File: src/rtl/ggt_job_scheduler_if.sv
// Signal bundle between the ggT job scheduler, its producer, the ggT core and the result consumer.
// The scheduler takes the slave view; whatever surrounds it takes the master view.
interface ggt_job_scheduler_if #(
  parameter int WIDTH = 16,
  parameter int DEPTH = 4
);
  localparam int FILL_W = $clog2(DEPTH) + 1;

  logic              in_valid_i;
  logic              in_ready_o;
  logic [WIDTH-1:0]  in_zahl1_i;
  logic [WIDTH-1:0]  in_zahl2_i;

  logic              core_start_o;
  logic [WIDTH-1:0]  core_zahl1_o;
  logic [WIDTH-1:0]  core_zahl2_o;
  logic              core_valid_i;
  logic [WIDTH-1:0]  core_ergebnis_i;

  logic              out_valid_o;
  logic              out_ready_i;
  logic [WIDTH-1:0]  out_zahl1_o;
  logic [WIDTH-1:0]  out_zahl2_o;
  logic [WIDTH-1:0]  out_ergebnis_o;
  logic              out_timeout_o;

  logic              busy_o;
  logic [FILL_W-1:0] fill_o;

  modport slave (
    input  in_valid_i, in_zahl1_i, in_zahl2_i, core_valid_i, core_ergebnis_i, out_ready_i,
    output in_ready_o, core_start_o, core_zahl1_o, core_zahl2_o,
           out_valid_o, out_zahl1_o, out_zahl2_o, out_ergebnis_o, out_timeout_o,
           busy_o, fill_o
  );

  modport master (
    output in_valid_i, in_zahl1_i, in_zahl2_i, core_valid_i, core_ergebnis_i, out_ready_i,
    input  in_ready_o, core_start_o, core_zahl1_o, core_zahl2_o,
           out_valid_o, out_zahl1_o, out_zahl2_o, out_ergebnis_o, out_timeout_o,
           busy_o, fill_o
  );
endinterface

File: src/rtl/ggt_job_scheduler.sv
// Feeds operand pairs from a small FIFO to the ggT core one job at a time, resolves zero
// operands locally, aborts hung jobs after TIMEOUT_CYCLES and returns results in push order.
module ggt_job_scheduler #(
  parameter int WIDTH          = 16,
  parameter int DEPTH          = 4,
  parameter int TIMEOUT_CYCLES = 65535
) (
  input logic               clk,
  input logic               rst_ni,
  ggt_job_scheduler_if.slave bus
);

  localparam int AW = $clog2(DEPTH);
  localparam int TW = $clog2(TIMEOUT_CYCLES + 1);
  localparam logic [AW:0]   FULL_CNT   = (AW + 1)'(DEPTH);
  localparam logic [TW-1:0] TIMER_LAST = TW'(TIMEOUT_CYCLES - 1);

  localparam logic [2:0] S_IDLE  = 3'd0;
  localparam logic [2:0] S_ISSUE = 3'd1;
  localparam logic [2:0] S_GUARD = 3'd2;
  localparam logic [2:0] S_WAIT  = 3'd3;
  localparam logic [2:0] S_OUT   = 3'd4;

  logic [2*WIDTH-1:0] mem [DEPTH];
  logic [AW-1:0]      wr_ptr, rd_ptr;
  logic [AW:0]        count;
  logic               rdy_q;
  logic               full, empty, push, pop;
  logic [WIDTH-1:0]   head_z1, head_z2;

  logic [2:0]         state;
  logic [WIDTH-1:0]   op1, op2, result;
  logic               timed_out;
  logic [TW-1:0]      timer;

  assign full    = (count == FULL_CNT);
  assign empty   = (count == '0);
  assign push    = bus.in_valid_i && bus.in_ready_o;
  assign pop     = (state == S_IDLE) && !empty;
  assign head_z1 = mem[rd_ptr][2*WIDTH-1:WIDTH];
  assign head_z2 = mem[rd_ptr][WIDTH-1:0];

  // Held low through reset so no pair is accepted before the first clock after release.
  always_ff @(posedge clk or negedge rst_ni) begin
    if (!rst_ni) rdy_q <= 1'b0;
    else         rdy_q <= 1'b1;
  end

  // NOTE: the storage array is deliberately not reset; count alone says which entries are
  // live, so stale contents are never observed and the array maps onto plain RAM/flops.
  always_ff @(posedge clk) begin
    if (push) mem[wr_ptr] <= {bus.in_zahl1_i, bus.in_zahl2_i};
  end

  always_ff @(posedge clk or negedge rst_ni) begin
    if (!rst_ni) begin
      wr_ptr <= '0;
      rd_ptr <= '0;
      count  <= '0;
    end else begin
      if (push) wr_ptr <= wr_ptr + 1'b1;
      if (pop)  rd_ptr <= rd_ptr + 1'b1;
      case ({push, pop})
        2'b10:   count <= count + 1'b1;
        2'b01:   count <= count - 1'b1;
        default: count <= count;
      endcase
    end
  end

  always_ff @(posedge clk or negedge rst_ni) begin
    if (!rst_ni) begin
      state     <= S_IDLE;
      op1       <= '0;
      op2       <= '0;
      result    <= '0;
      timed_out <= 1'b0;
      timer     <= '0;
    end else begin
      case (state)
        S_IDLE: begin
          if (!empty) begin
            op1 <= head_z1;
            op2 <= head_z2;
            // ggT(x,0) = x and ggT(0,0) = 0 are both just the OR of the operands.
            if (head_z1 == '0 || head_z2 == '0) begin
              result    <= head_z1 | head_z2;
              timed_out <= 1'b0;
              state     <= S_OUT;
            end else begin
              state <= S_ISSUE;
            end
          end
        end
        S_ISSUE: state <= S_GUARD;
        S_GUARD: begin
          // The core's valid may still be high from the previous job here, so it is not looked at.
          timer <= '0;
          state <= S_WAIT;
        end
        S_WAIT: begin
          if (timer != '1) timer <= timer + 1'b1;
          if (bus.core_valid_i) begin
            result    <= bus.core_ergebnis_i;
            timed_out <= 1'b0;
            state     <= S_OUT;
          end else if (timer == TIMER_LAST) begin
            result    <= '0;
            timed_out <= 1'b1;
            state     <= S_OUT;
          end
        end
        S_OUT: begin
          if (bus.out_ready_i) state <= S_IDLE;
        end
        default: state <= S_IDLE;
      endcase
    end
  end

  assign bus.in_ready_o     = rdy_q && !full;
  assign bus.core_start_o   = (state == S_ISSUE);
  assign bus.core_zahl1_o   = op1;
  assign bus.core_zahl2_o   = op2;
  assign bus.out_valid_o    = (state == S_OUT);
  assign bus.out_zahl1_o    = op1;
  assign bus.out_zahl2_o    = op2;
  assign bus.out_ergebnis_o = result;
  assign bus.out_timeout_o  = timed_out;
  assign bus.busy_o         = (state != S_IDLE);
  assign bus.fill_o         = count;

endmodule

File: src/flat_wrapper.sv
// flat-port wrapper written by rule: the top's interface ports become plain ports
module ggt_job_scheduler_flat 
#(
  parameter int WIDTH          = 16,
  parameter int DEPTH          = 4,
  parameter int TIMEOUT_CYCLES = 65535
)
  (clk, rst_ni, bus_in_valid_i, bus_in_zahl1_i, bus_in_zahl2_i, bus_core_valid_i, bus_core_ergebnis_i, bus_out_ready_i, bus_in_ready_o, bus_core_start_o, bus_core_zahl1_o, bus_core_zahl2_o, bus_out_valid_o, bus_out_zahl1_o, bus_out_zahl2_o, bus_out_ergebnis_o, bus_out_timeout_o, bus_busy_o, bus_fill_o);
  ggt_job_scheduler_if #(.WIDTH(WIDTH), .DEPTH(DEPTH)) bus_i ();
  input logic clk;
  input logic rst_ni;
  input wire logic [$bits(bus_i.in_valid_i)-1:0] bus_in_valid_i;
  input wire logic [$bits(bus_i.in_zahl1_i)-1:0] bus_in_zahl1_i;
  input wire logic [$bits(bus_i.in_zahl2_i)-1:0] bus_in_zahl2_i;
  input wire logic [$bits(bus_i.core_valid_i)-1:0] bus_core_valid_i;
  input wire logic [$bits(bus_i.core_ergebnis_i)-1:0] bus_core_ergebnis_i;
  input wire logic [$bits(bus_i.out_ready_i)-1:0] bus_out_ready_i;
  output wire logic [$bits(bus_i.in_ready_o)-1:0] bus_in_ready_o;
  output wire logic [$bits(bus_i.core_start_o)-1:0] bus_core_start_o;
  output wire logic [$bits(bus_i.core_zahl1_o)-1:0] bus_core_zahl1_o;
  output wire logic [$bits(bus_i.core_zahl2_o)-1:0] bus_core_zahl2_o;
  output wire logic [$bits(bus_i.out_valid_o)-1:0] bus_out_valid_o;
  output wire logic [$bits(bus_i.out_zahl1_o)-1:0] bus_out_zahl1_o;
  output wire logic [$bits(bus_i.out_zahl2_o)-1:0] bus_out_zahl2_o;
  output wire logic [$bits(bus_i.out_ergebnis_o)-1:0] bus_out_ergebnis_o;
  output wire logic [$bits(bus_i.out_timeout_o)-1:0] bus_out_timeout_o;
  output wire logic [$bits(bus_i.busy_o)-1:0] bus_busy_o;
  output wire logic [$bits(bus_i.fill_o)-1:0] bus_fill_o;
  assign bus_i.in_valid_i = bus_in_valid_i;
  assign bus_i.in_zahl1_i = bus_in_zahl1_i;
  assign bus_i.in_zahl2_i = bus_in_zahl2_i;
  assign bus_i.core_valid_i = bus_core_valid_i;
  assign bus_i.core_ergebnis_i = bus_core_ergebnis_i;
  assign bus_i.out_ready_i = bus_out_ready_i;
  assign bus_in_ready_o = bus_i.in_ready_o;
  assign bus_core_start_o = bus_i.core_start_o;
  assign bus_core_zahl1_o = bus_i.core_zahl1_o;
  assign bus_core_zahl2_o = bus_i.core_zahl2_o;
  assign bus_out_valid_o = bus_i.out_valid_o;
  assign bus_out_zahl1_o = bus_i.out_zahl1_o;
  assign bus_out_zahl2_o = bus_i.out_zahl2_o;
  assign bus_out_ergebnis_o = bus_i.out_ergebnis_o;
  assign bus_out_timeout_o = bus_i.out_timeout_o;
  assign bus_busy_o = bus_i.busy_o;
  assign bus_fill_o = bus_i.fill_o;
  ggt_job_scheduler #(.WIDTH(WIDTH), .DEPTH(DEPTH), .TIMEOUT_CYCLES(TIMEOUT_CYCLES)) u_core (.clk(clk), .rst_ni(rst_ni), .bus(bus_i));
endmodule
File: config.mk
export PLATFORM = sky130hd
export DESIGN_NAME = ggt_job_scheduler_flat
export DESIGN_NICKNAME = d
export VERILOG_FILES = /design/src/rtl/ggt_job_scheduler_if.sv /design/src/rtl/ggt_job_scheduler.sv /design/src/flat_wrapper.sv
export SDC_FILE = /design/constraint.sdc
export NUM_CORES = 1
export LEC_CHECK = 0
export BUFFER_PORTS_ARGS = -buffer_cell sky130_fd_sc_hd__clkbuf_2
export CELL_PAD_IN_SITES_DETAIL_PLACEMENT = 0
export CELL_PAD_IN_SITES_GLOBAL_PLACEMENT = 1
export CORE_MARGIN = 5
export CORE_UTILIZATION = 32
export DETAILED_ROUTE_END_ITERATION = 10
export GPL_TIMING_DRIVEN = 1
export PLACE_DENSITY = 0.7
export SKIP_LAST_GASP = 1
export SLEW_MARGIN = 20
export SYNTH_ARGS = -nofsm -noshare
export SYNTH_HDL_FRONTEND = slang
export SYNTH_SLANG_ARGS = --single-unit
File: constraint.sdc
create_clock -name clk -period 7.9 [get_ports clk]
set_clock_uncertainty 0.2 [all_clocks]
set_input_delay 0.79 -clock clk [delete_from_list [all_inputs] [get_ports clk]]
set_output_delay 0.79 -clock clk [all_outputs]
set_load 0.02 [all_outputs]
==> results.ini, run 1 <==
[critical_path]
worstPathMaxFanout = 26
end_kind = flop
critPathKind = reg -> reg
critPathLaunchType = flop
required_ns = 8.08
arrival_ns = 3.94

[detailed_routing]
viasPerCell = 5.04
drt-total-wl_mm = 22.3
drt_iter0_markers = 483
drt-pass1-iter-count = 5
ant_nets = 0
post_drt_wl_per_cell_um = 20.7
drc = 0
vias = 5440

[timing]
layout_min_cycle_time_ns = 3.76
maxSlewHeadroom_pct = 29.4
final.period_utilization_pct = 47.6
hold_viol = 0
finalSetupTns_ns = 0
slew_violations = 0
setup_viol = 0
worstMarginPinSlew_ns = 1.05
fmax_mhz = 266
rsz0062_at_grt = false

[run_status]
status = finished clean

[synth]
synth_flop_cell = edfxtp_1
synth_nets = 635
synth-seq-cells = 204
synth.distinct_cells = 52
synth_area_leader_cell = edfxtp_1
synth_edf_count = 128
synth_top_area_share_pct = 42.9
ys_async_sr_fraction_pct = 37.3
ys_top_cells_by_area = edfxtp_1, dfrtp_1, mux4_2
ys_warn_count = 0
synth_cells = 574
avgSynthCellArea_um2 = 15.6
synthTopCellsByCount = edfxtp_1, dfrtp_1, nand4_1
synthesis.area_um2 = 8970
yosysSeqAreaShare_pct = 64.1
synth.most_common_cell = edfxtp_1

[grt]
grt.total_usage_pct = 14.1
grt_max_degree = 52
grt_pass1_wl_mm = 34.4
antenna_found_initial = 2
grt_pass1_vias = 5512
overflow = 0

[die]
die_h_um = 177
dieArea_um2 = 31500
std_cell_rows = 61
die_x_um = 177
start_util_pct = 32.4
core_um2 = 27700
ioPinCount = 141

[run]
drv_cap = 0

[cts]
cts-buffers-inserted = 22
cts.sinks = 204
cts_root_buffer = clkbuf_16
clk_latency_ns = 0.51
tritoncts = done
ctsLongestPathBuffers = 3
path_clk_slew_ns = 0.06
htreeDepth = 1

[layout]
drive_gt1_share_pct = 39.4
fin_nets = 746
design_area_um2 = 10600
n_antenna_cell = 0
syn_to_final_growth_pct = 18.6

[placed_design]
gp_congestion = 0.792
dpl-instance-area_um2 = 9850
portBuffers = 140
dp_hpwl_mm = 15.4

[power]
power_density_nw_per_um2 = 427
power_leakage_nw = 3.99
total_power_w = 0.00454
vdd_drop_max_uv = 184

[worst_hold_path]
hp-class = in -> reg

routing by layer:
| layer | track usage, % | part of all wire (%) |
|---|---|---|
| met3 | 3.66 | 6.5 |
| met2 | 22.3 | 47 |
| met1 | 19.8 | 44 |
| met4 | 2.93 | 1.9 |
| met5 | 0 | 0.12 |
repair_timing:
action / in CTS / in global routing
hold buffers: 1 / 0
gates resized for setup: 0 / 0
buffers inserted: 0 / 0
hold endpoints to repair: 10 / 0
critical path, cell delays in order (launching register included):
cell	delay [ns]
dfrtp_2	0.55
buf_4	0.50
mux4_2	0.64
nor4_4	0.37
nand4_4	0.32
and3_1	0.59
o31a_1	0.41
layout by cell type, fill, tap and decap left out, types with 2 or more instances in the layout:
cell and instances:
or3_1 7, clkinv_1 6, xnor2_1 9, dfrtp_1 74, inv_2 2, inv_1 10, clkbuf_2 139, edfxtp_1 128
dfrtp_2 2, buf_4 13, a31oi_1 2, clkinv_2 2, o211ai_1 6, nor3_1 2, nand3_1 7, a2111oi_0 3
a22o_1 2, mux4_2 32, nand4_4 2, nand2_1 9, clkbuf_16 22, ha_1 7, o211ai_2 10, mux2i_1 2
clkbuf_1 3, nand4_1 37, o21ai_1 11, mux2_2 32, nor4_4 7, and3_1 10, xor2_1 4, a211o_1 16
bufinv_16 5, o21ai_0 34, nor2_1 12, a21oi_1 7
area by class of cell:
type	count	area, um2
sequential	204	5750
fill	2585	17100
tap	378	473
clock inverter	15	206
timing repair buffer	153	803
multi-input combinational	292	2800
clock buffer	25	562
inverter	12	45.0
logic make-up after synthesis:
family / count (synthesis) / synth area share (%)
buffers and inverters: 78 / 5.04
xor gates and xnor gates: 13 / 1.27
other: 1 / 0.0418
AOI/OAI and AO/OA: 102 / 8.11
DFF: 204 / 64.1
adders and majority gates: 8 / 1.20
muxes: 66 / 12.3
and+or+nand+nor: 102 / 8.01
flip-flops by register name, indices dropped and copies added (netlist names), 3 cells and up:
register,cells
u_core.bus.core_zahl1_o,16
u_core.bus.out_ergebnis_o,16
u_core.bus.fill_o,3
u_core.timer,16
u_core.bus.core_zahl2_o,16
u_core.state,3
u_core.mem,128
worst paths after layout:
| path | depth (start not counted) | end | startpoint | slack [ns] |
|---|---|---|---|---|
| max reg2reg | 6 | u_core.state[0] | u_core.rd_ptr[0] | 4.14 |
| min reg2reg | 1 | u_core.bus.fill_o[2] | u_core.bus.fill_o[2] | 0.33 |
| max in group asynchronous | 3 | u_core.rd_ptr[0] | rst_ni | 5.89 |
| min in group asynchronous | 2 | u_core.timer[1] | rst_ni | 0.55 |
| min | 2 | u_core.state[2] | bus_out_ready_i | 0.29 |
| max | 6 | u_core.state[0] | u_core.rd_ptr[0] | 4.14 |
report_power, final:
part | internal [W] | switching (W) | leakage, nW | total (W)
sequential | 0.00139 | 0.000251 | 2.08 | 0.00164
combinational | 0.000714 | 0.00110 | 1.55 | 0.00181
clock | 0.000675 | 0.000415 | 0.370 | 0.00109
total | 0.00277 | 0.00176 | 3.99 | 0.00454
through the flow:
stage	instances	util, %	setup slack (ns)	hold slack, ns
after CTS	1079	38.4	4.11	0.267
final	1079	38.4	4.14	0.287
after floorplan	574	-	5.01	0.294
after detailed placement	1038	35.6	4.15	0.335
after global placement	1038	35.6	4.13	0.316
after global routing	1079	38.4	3.84	0.274
(Power assumes the default switching activity.)
==> run 2: changes to the inputs <==
Settings changed: ABC_AREA from default to 1, PLACE_DENSITY 0.7 to 0.75.
Clock period 7.9 ns to 3.2 ns, I/O delays scaled along.
==> run 2 against run 1 <==
Effect of this change:
- power is 140% higher
- combinational power rose to 2.6 times the previous value
- sequential power grew 130%
- hold slack got worse by 0.28 ns
- synthesized area down 1.8%
- utilization up 1.5 points
==> results.ini, run 2 <==
[run_status]
status = finished clean

[timing]
slew_violations = 0  ; unchanged
final.period_utilization_pct = 75.9  ; +28 points
hold_viol = 0  ; unchanged
fmax_mhz = 412  ; +55%
finalSetupTns_ns = 0  ; unchanged
finalWorstSetupSlack_ns = 0.770  ; -3.37 ns
rsz0062_at_grt = false
layout_min_cycle_time_ns = 2.43  ; -1.33 ns
worstMarginPinSlew_ns = 0.633  ; -0.422 ns
maxSlewHeadroom_pct = 57.8  ; +28 points
setup_viol = 0  ; unchanged

[critical_path]
arrival_ns = 2.66  ; -1.28 ns
critPathKind = reg -> reg
end_kind = flop
r2r_start = u_core.rd_ptr[0]
critPathLaunchType = flop
crit_start = u_core.rd_ptr[0]
required_ns = 3.43  ; -4.65 ns
worstPathMaxFanout = 43  ; +65%
rrSetupSlack_ns = 0.77  ; -3.37 ns

[cts]
postCtsHoldBufs = 39  ; +38
cts-buffers-inserted = 23  ; +4.5%
cts_root_buffer = clkbuf_16
path_clk_slew_ns = 0.06  ; about the same
postCtsSetupRepairBufs = 0  ; unchanged
ctsLongestPathBuffers = 3  ; unchanged
cts_resized = 0  ; unchanged
clk_latency_ns = 0.50  ; about the same
htreeDepth = 1  ; unchanged
cts.sinks = 204  ; unchanged
tritoncts = done

[layout]
layout_commonest_cell = nand2_1
largest_reg_flops = 128  ; unchanged
stdcell_count = 1344  ; +25%
design_area_um2 = 10800  ; +1.5%
layout_common_cells = nand2_1, clkbuf_2, edfxtp_1
drive_gt1_share_pct = 21.7  ; -18 points
syn_to_final_growth_pct = 22.5
regMostFlops = u_core.mem
fin_nets = 1047  ; +40%

[synth]
synthesis.area_um2 = 8810  ; -1.8%
synth_nets = 899  ; +42%
ys_top_cells_by_area = edfxtp_1, dfrtp_1, nand2_1
synth_area_leader_cell = edfxtp_1
yosysSeqAreaShare_pct = 65.2  ; +1.2 points
ys_warn_count = 0  ; unchanged
synth_edf_count = 128  ; unchanged
synth_flop_cell = edfxtp_1
synth_top_area_share_pct = 43.6  ; +0.79 points
synth-seq-cells = 204  ; unchanged
ys_async_sr_fraction_pct = 37.3  ; unchanged
synthTopCellsByCount = nand2_1, edfxtp_1, nand3_1
synth.distinct_cells = 35  ; -33%
avgSynthCellArea_um2 = 10.5  ; -33%
synth.most_common_cell = nand2_1
synth_cells = 838  ; +46%

[detailed_routing]
drt-pass1-iter-count = 5  ; unchanged
vias = 6273  ; +15%
drt-total-wl_mm = 22.6  ; +1.3%
drc = 0  ; unchanged
drt_iter0_markers = 461  ; -4.6%
ant_nets = 0  ; unchanged
post_drt_wl_per_cell_um = 16.8  ; -19%
viasPerCell = 4.67  ; -7.4%

[die]
ioPinCount = 141  ; unchanged
start_util_pct = 32.6  ; +0.21 points
die_x_um = 176  ; -0.86%
dieArea_um2 = 30900  ; -1.7%
core_um2 = 27000  ; -2.5%
std_cell_rows = 60  ; -1.6%
die_h_um = 176  ; -0.86%

[worst_hold_path]
hp-start = bus_core_ergebnis_i[9]
hp-class = in -> reg

[placed_design]
dpl-instance-area_um2 = 9660  ; -2.0%
portBuffers = 140  ; unchanged
dp_hpwl_mm = 15.5  ; +0.18%
gp_congestion = 0.844  ; +6.5%
preCtsSetupSlack_ns = 0.748  ; -3.40 ns
placed_cells = 1263  ; +22%

[run]
drv_cap = 0  ; unchanged

[grt]
grt.total_usage_pct = 14.2  ; +0.11 points
grt_pass1_wl_mm = 34.7  ; +1.1%
grt_max_degree = 66  ; +27%
overflow = 0  ; unchanged
grt_pass1_vias = 6030  ; +9.4%
antenna_found_initial = 3  ; +1

[power]
vdd_drop_max_uv = 371  ; +100%
total_power_w = 0.0110  ; +140%
power_leakage_nw = 4.66  ; +17%
power_density_nw_per_um2 = 1020  ; +140%

## run 2: changes by cell type after synthesis, moves of 14 or more
cell      before  now
a211o_1       16    0
a21oi_1        8   25
a31o_2         0   16
buf_2          1   15
clkbuf_1      27   12
inv_1         10   37
mux2_2        32    0
mux4_2        32    0
nand2_1        9  276
nand3_1        7   88
nand4_1       37    7
nor2_1        13   29
## run 2: power by group
group / switching (W) / leakage [nW] / total (W) / internal [W]
Sequential: 0.000400 / 2.11 / 0.00381 / 0.00341
Combinational: 0.00323 / 2.18 / 0.00466 / 0.00143
Clock: 0.00101 / 0.369 / 0.00255 / 0.00155
Total: 0.00464 / 4.66 / 0.0110 / 0.00638
## run 2: layout make-up
cell class	instances	area, um2
Antenna cell	1	2.50
Timing Repair Buffer	194	1240
Clock buffer	30	632
Fill cell	2621	16200
Sequential cell	204	5750
Clock inverter	11	106
Inverter	40	150
Multi-Input combinational cell	523	2480
Tap cell	341	427
## run 2: final timing paths
path                       cells past startpoint                            end
max                                           14   u_core.bus.out_ergebnis_o[2]
min reg2reg                                    2  u_core.bus.out_ergebnis_o[12]
max reg2reg                                   14   u_core.bus.out_ergebnis_o[2]
max in group asynchronous                      3                u_core.state[1]
min                                            4   u_core.bus.out_ergebnis_o[9]
min in group asynchronous                      2   u_core.bus.out_ergebnis_o[4]
## run 2: per-stage QoR
| stage | hold WS (ns) | util, % |
|---|---|---|
| 2_1_floorplan | -0.176 | - |
| 3_3_place_gp | 0.187 | 35.7 |
| 3_5_place_dp | 0.184 | 35.7 |
| 4_1_cts | 0.00215 | 39.9 |
| 5_1_grt | 0.0195 | 39.9 |
| 6_report | 0.00993 | 39.9 |
## run 2: kinds of logic after synthesis
group | synth area share [%]
AND/OR/NAND/NOR | 19.5
flip-flops | 65.2
buffers and inverters | 6.86
AO/OA/AOI/OAI | 6.22
XOR/XNOR | 0.895
adder cells (fa/ha/maj) | 1.22
other | 0.0426
## run 2: critical path: stages, from the launching register on
cell	delay, ns
dfrtp_2	0.43
inv_2	0.21
buf_12	0.26
nand2_1	0.08
nand3_1	0.08
nand2_1	0.15
nand2_1	0.10
inv_1	0.04
nand2_1	0.05
nor2_1	0.04
nand2_1	0.09
nand3_4	0.21
nand2_4	0.25
nand2_1	0.08
nand2_1	0.06
## run 2: per-layer routing
layer  part of all wire (%)  up-vias  GRT usage, %
met5                  0.062        -             0
met4                    1.6        4          2.76
met3                    7.5       33          3.51
met2                     46      201          22.8
met1                     45     2933          19.9
li1                       -     3102             -
==> run 3: changes to the inputs <==
Settings changed: PLACE_DENSITY 0.75 to 0.73.
Clock period 3.2 ns to 2.5 ns, I/O delays scaled along.
==> run 3 against run 2 <==
Effect of this change:
- via count is 0.97% higher
- combinational power is 38% higher
- clock power rose by 32%
- final cell count is 2.6% higher
- hold slack gained 0.051 ns
- routed wire length is 0.11% lower
- flip-flop and latch count stayed put
- sequential power increased by 28%
- critical path depth is 5 lower
- first-iteration DRC count is 32% lower
- sequential share of layout area shrank 2.1 points
- global-route usage increased by 0.17 points
==> results.ini, run 3 (same netlist as run 2, synthesis figures left out) <==
[run_status]
status = finished clean

[placed_design]
dp_hpwl_mm = 15.7  ; +1.5%
gp_congestion = 0.842  ; -0.19%
dpl-instance-area_um2 = 9930  ; +2.9%
portBuffers = 140  ; unchanged

[layout]
final_util_pct = 41.5  ; +1.6 points
syn_to_final_growth_pct = 27.4
drive_gt1_share_pct = 23.4  ; +1.8 points
seqCellArea_um2 = 5750  ; unchanged
nFillCells = 2600  ; -0.80%
multi_input_area_um2 = 2510  ; +1.2%
design_area_um2 = 11200  ; +4.0%
largest_reg_flops = 128  ; unchanged
regMostFlops = u_core.mem
n_antenna_cell = 0  ; -1
fin_nets = 1082  ; +3.3%
layout_commonest_cell = nand2_1
layout_common_cells = nand2_1, clkbuf_2, edfxtp_1

[critical_path]
worstPathMaxFanout = 5  ; -88%
r2r_start = u_core.state[2]
path_buf_inv = 2  ; -1
rr_worst_depth = 9  ; -5
cp_common_cell = inv_1
worst-path-stages = 9  ; -5
critPathLaunchType = flop
critPathKind = reg -> reg
required_ns = 2.68  ; -0.75 ns
cp_slowest_cell = dfrtp_1
crit_start = u_core.state[2]
arrival_ns = 2.47  ; -0.19 ns
crit_chain = nor3_2 -> o31ai_4 -> inv_1 -> ha_1 -> inv_1 -> fa_1 -> a21oi_1 -> o21ai_0 -> xor2_1
crit_path_end = u_core.bus.fill_o[2]
reg2reg_to = u_core.bus.fill_o[2]
end_kind = flop
rrSetupSlack_ns = 0.20  ; -0.57 ns
cp_top_family = adder cells
slowest_delay_ns = 0.42  ; about the same

[timing]
slew_violations = 0  ; unchanged
hold_ws_ns = 0.0606  ; +0.0506 ns
finalSetupTns_ns = 0  ; unchanged
setup_viol = 0  ; unchanged
fmax_mhz = 435  ; +5.8%
hold_viol = 0  ; unchanged
final.period_utilization_pct = 91.9  ; +16 points
worstMarginPinSlew_ns = 0.575  ; -0.0575 ns
maxSlewHeadroom_pct = 61.7  ; +3.8 points
layout_min_cycle_time_ns = 2.30  ; -0.133 ns
rsz0062_at_grt = false

[power]
vdd_drop_max_uv = 484  ; +31%
power_density_nw_per_um2 = 1310  ; +28%
power_leakage_nw = 4.86  ; +4.1%

[detailed_routing]
wl_met3_mm = 1.50  ; -12%
ant_nets = 0  ; unchanged
dr_wl_met2_mm = 10.4  ; +0.51%
post_drt_wl_per_cell_um = 16.4  ; -2.7%
drt-total-wl_mm = 22.6  ; -0.11%
drt_iter0_markers = 313  ; -32%
drt-pass1-iter-count = 5  ; unchanged
vias = 6334  ; +0.97%
drt-met1-wl_mm = 10.2  ; about the same
drc = 0  ; unchanged
viasPerCell = 4.59  ; -1.6%
top_layer = met5

[cts]
tritoncts = done
cts_root_buffer = clkbuf_16
cts.sinks = 204  ; unchanged
ctsLongestPathBuffers = 3  ; unchanged
clk_latency_ns = 0.50  ; about the same
cts-buffers-inserted = 23  ; unchanged
cts_resized = 0  ; unchanged
path_clk_slew_ns = 0.06  ; about the same
htreeDepth = 1  ; unchanged

[die]
dieArea_um2 = 30900  ; unchanged
ioPinCount = 141  ; unchanged
core_um2 = 27000  ; unchanged
start_util_pct = 32.6  ; unchanged
std_cell_rows = 60  ; unchanged
die_x_um = 176  ; unchanged
die_h_um = 176  ; unchanged

[grt]
grt_max_degree = 66  ; unchanged
grt_pass1_wl_mm = 35.0  ; +0.68%
grt_pass1_vias = 6051  ; +0.35%
overflow = 0  ; unchanged
antenna_found_initial = 2  ; -1
grt.total_usage_pct = 14.4  ; +0.17 points

[worst_hold_path]
hp-class = in -> async

[run]
drv_cap = 0  ; unchanged

[run 3: cell types whose count changed in the layout (fill, tap and decap cells not counted), moves of 2 or more]
cell	delta
buf_4	+17
dlygate4sd3_1	+12
buf_12	+6
nor2_2	-4
nor2_4	+4
clkinv_2	-3
clkinvlp_4	+2
[run 3: worst min path at each step]
stage	to	slack, ns	startpoint	cells past startpoint
floorplan	u_core.bus.core_zahl1_o[0]	-0.25	rst_ni	0
global placement	u_core.bus.out_ergebnis_o[11]	0.07	rst_ni	1
detailed placement	u_core.bus.out_ergebnis_o[11]	0.06	rst_ni	1
CTS	u_core.bus.out_ergebnis_o[11]	0.06	rst_ni	2
global route	u_core.bus.out_ergebnis_o[11]	0.11	rst_ni	2
finish	u_core.bus.out_ergebnis_o[11]	0.06	rst_ni	2
[run 3: metrics by stage]
step                      instances  setup slack, ns  total power [W]
after floorplan                 838            0.115          0.00916
after global placement         1286            0.221           0.0113
after detailed placement       1286            0.205           0.0114
after CTS                      1379            0.190           0.0149
after global routing           1379          0.00129           0.0157
final                          1379            0.203           0.0147
[run 3: area by class of cell]
class	count	area share, %
Clock buffer	31	5.94
Timing Repair Buffer	229	14.4
Multi-Input combinational cell	523	22.4
Clock inverter	11	0.981
Inverter	40	1.34
Tap cell	341	3.80
Sequential cell	204	51.2
[run 3: power breakdown]
part           leakage (nW)  switching, W  total (W)  internal, W
logic                  2.37       0.00425    0.00643      0.00219
clock network         0.378       0.00129    0.00337      0.00207
registers              2.11      0.000515    0.00488      0.00436
[run 3: routing by layer]
layer  global-route usage, %  vias up
met4                    3.87        4
li1                        -     3177
met5                       0        -
met1                    20.1     2927
met2                    23.2      193
met3                    2.71       33
[run 3: repair_timing]
action,4_1_cts,5_1_grt
buffers inserted,0,0
hold buffers,51,0
endpoints found under the hold margin,194,0
endpoints found under the setup margin,0,0
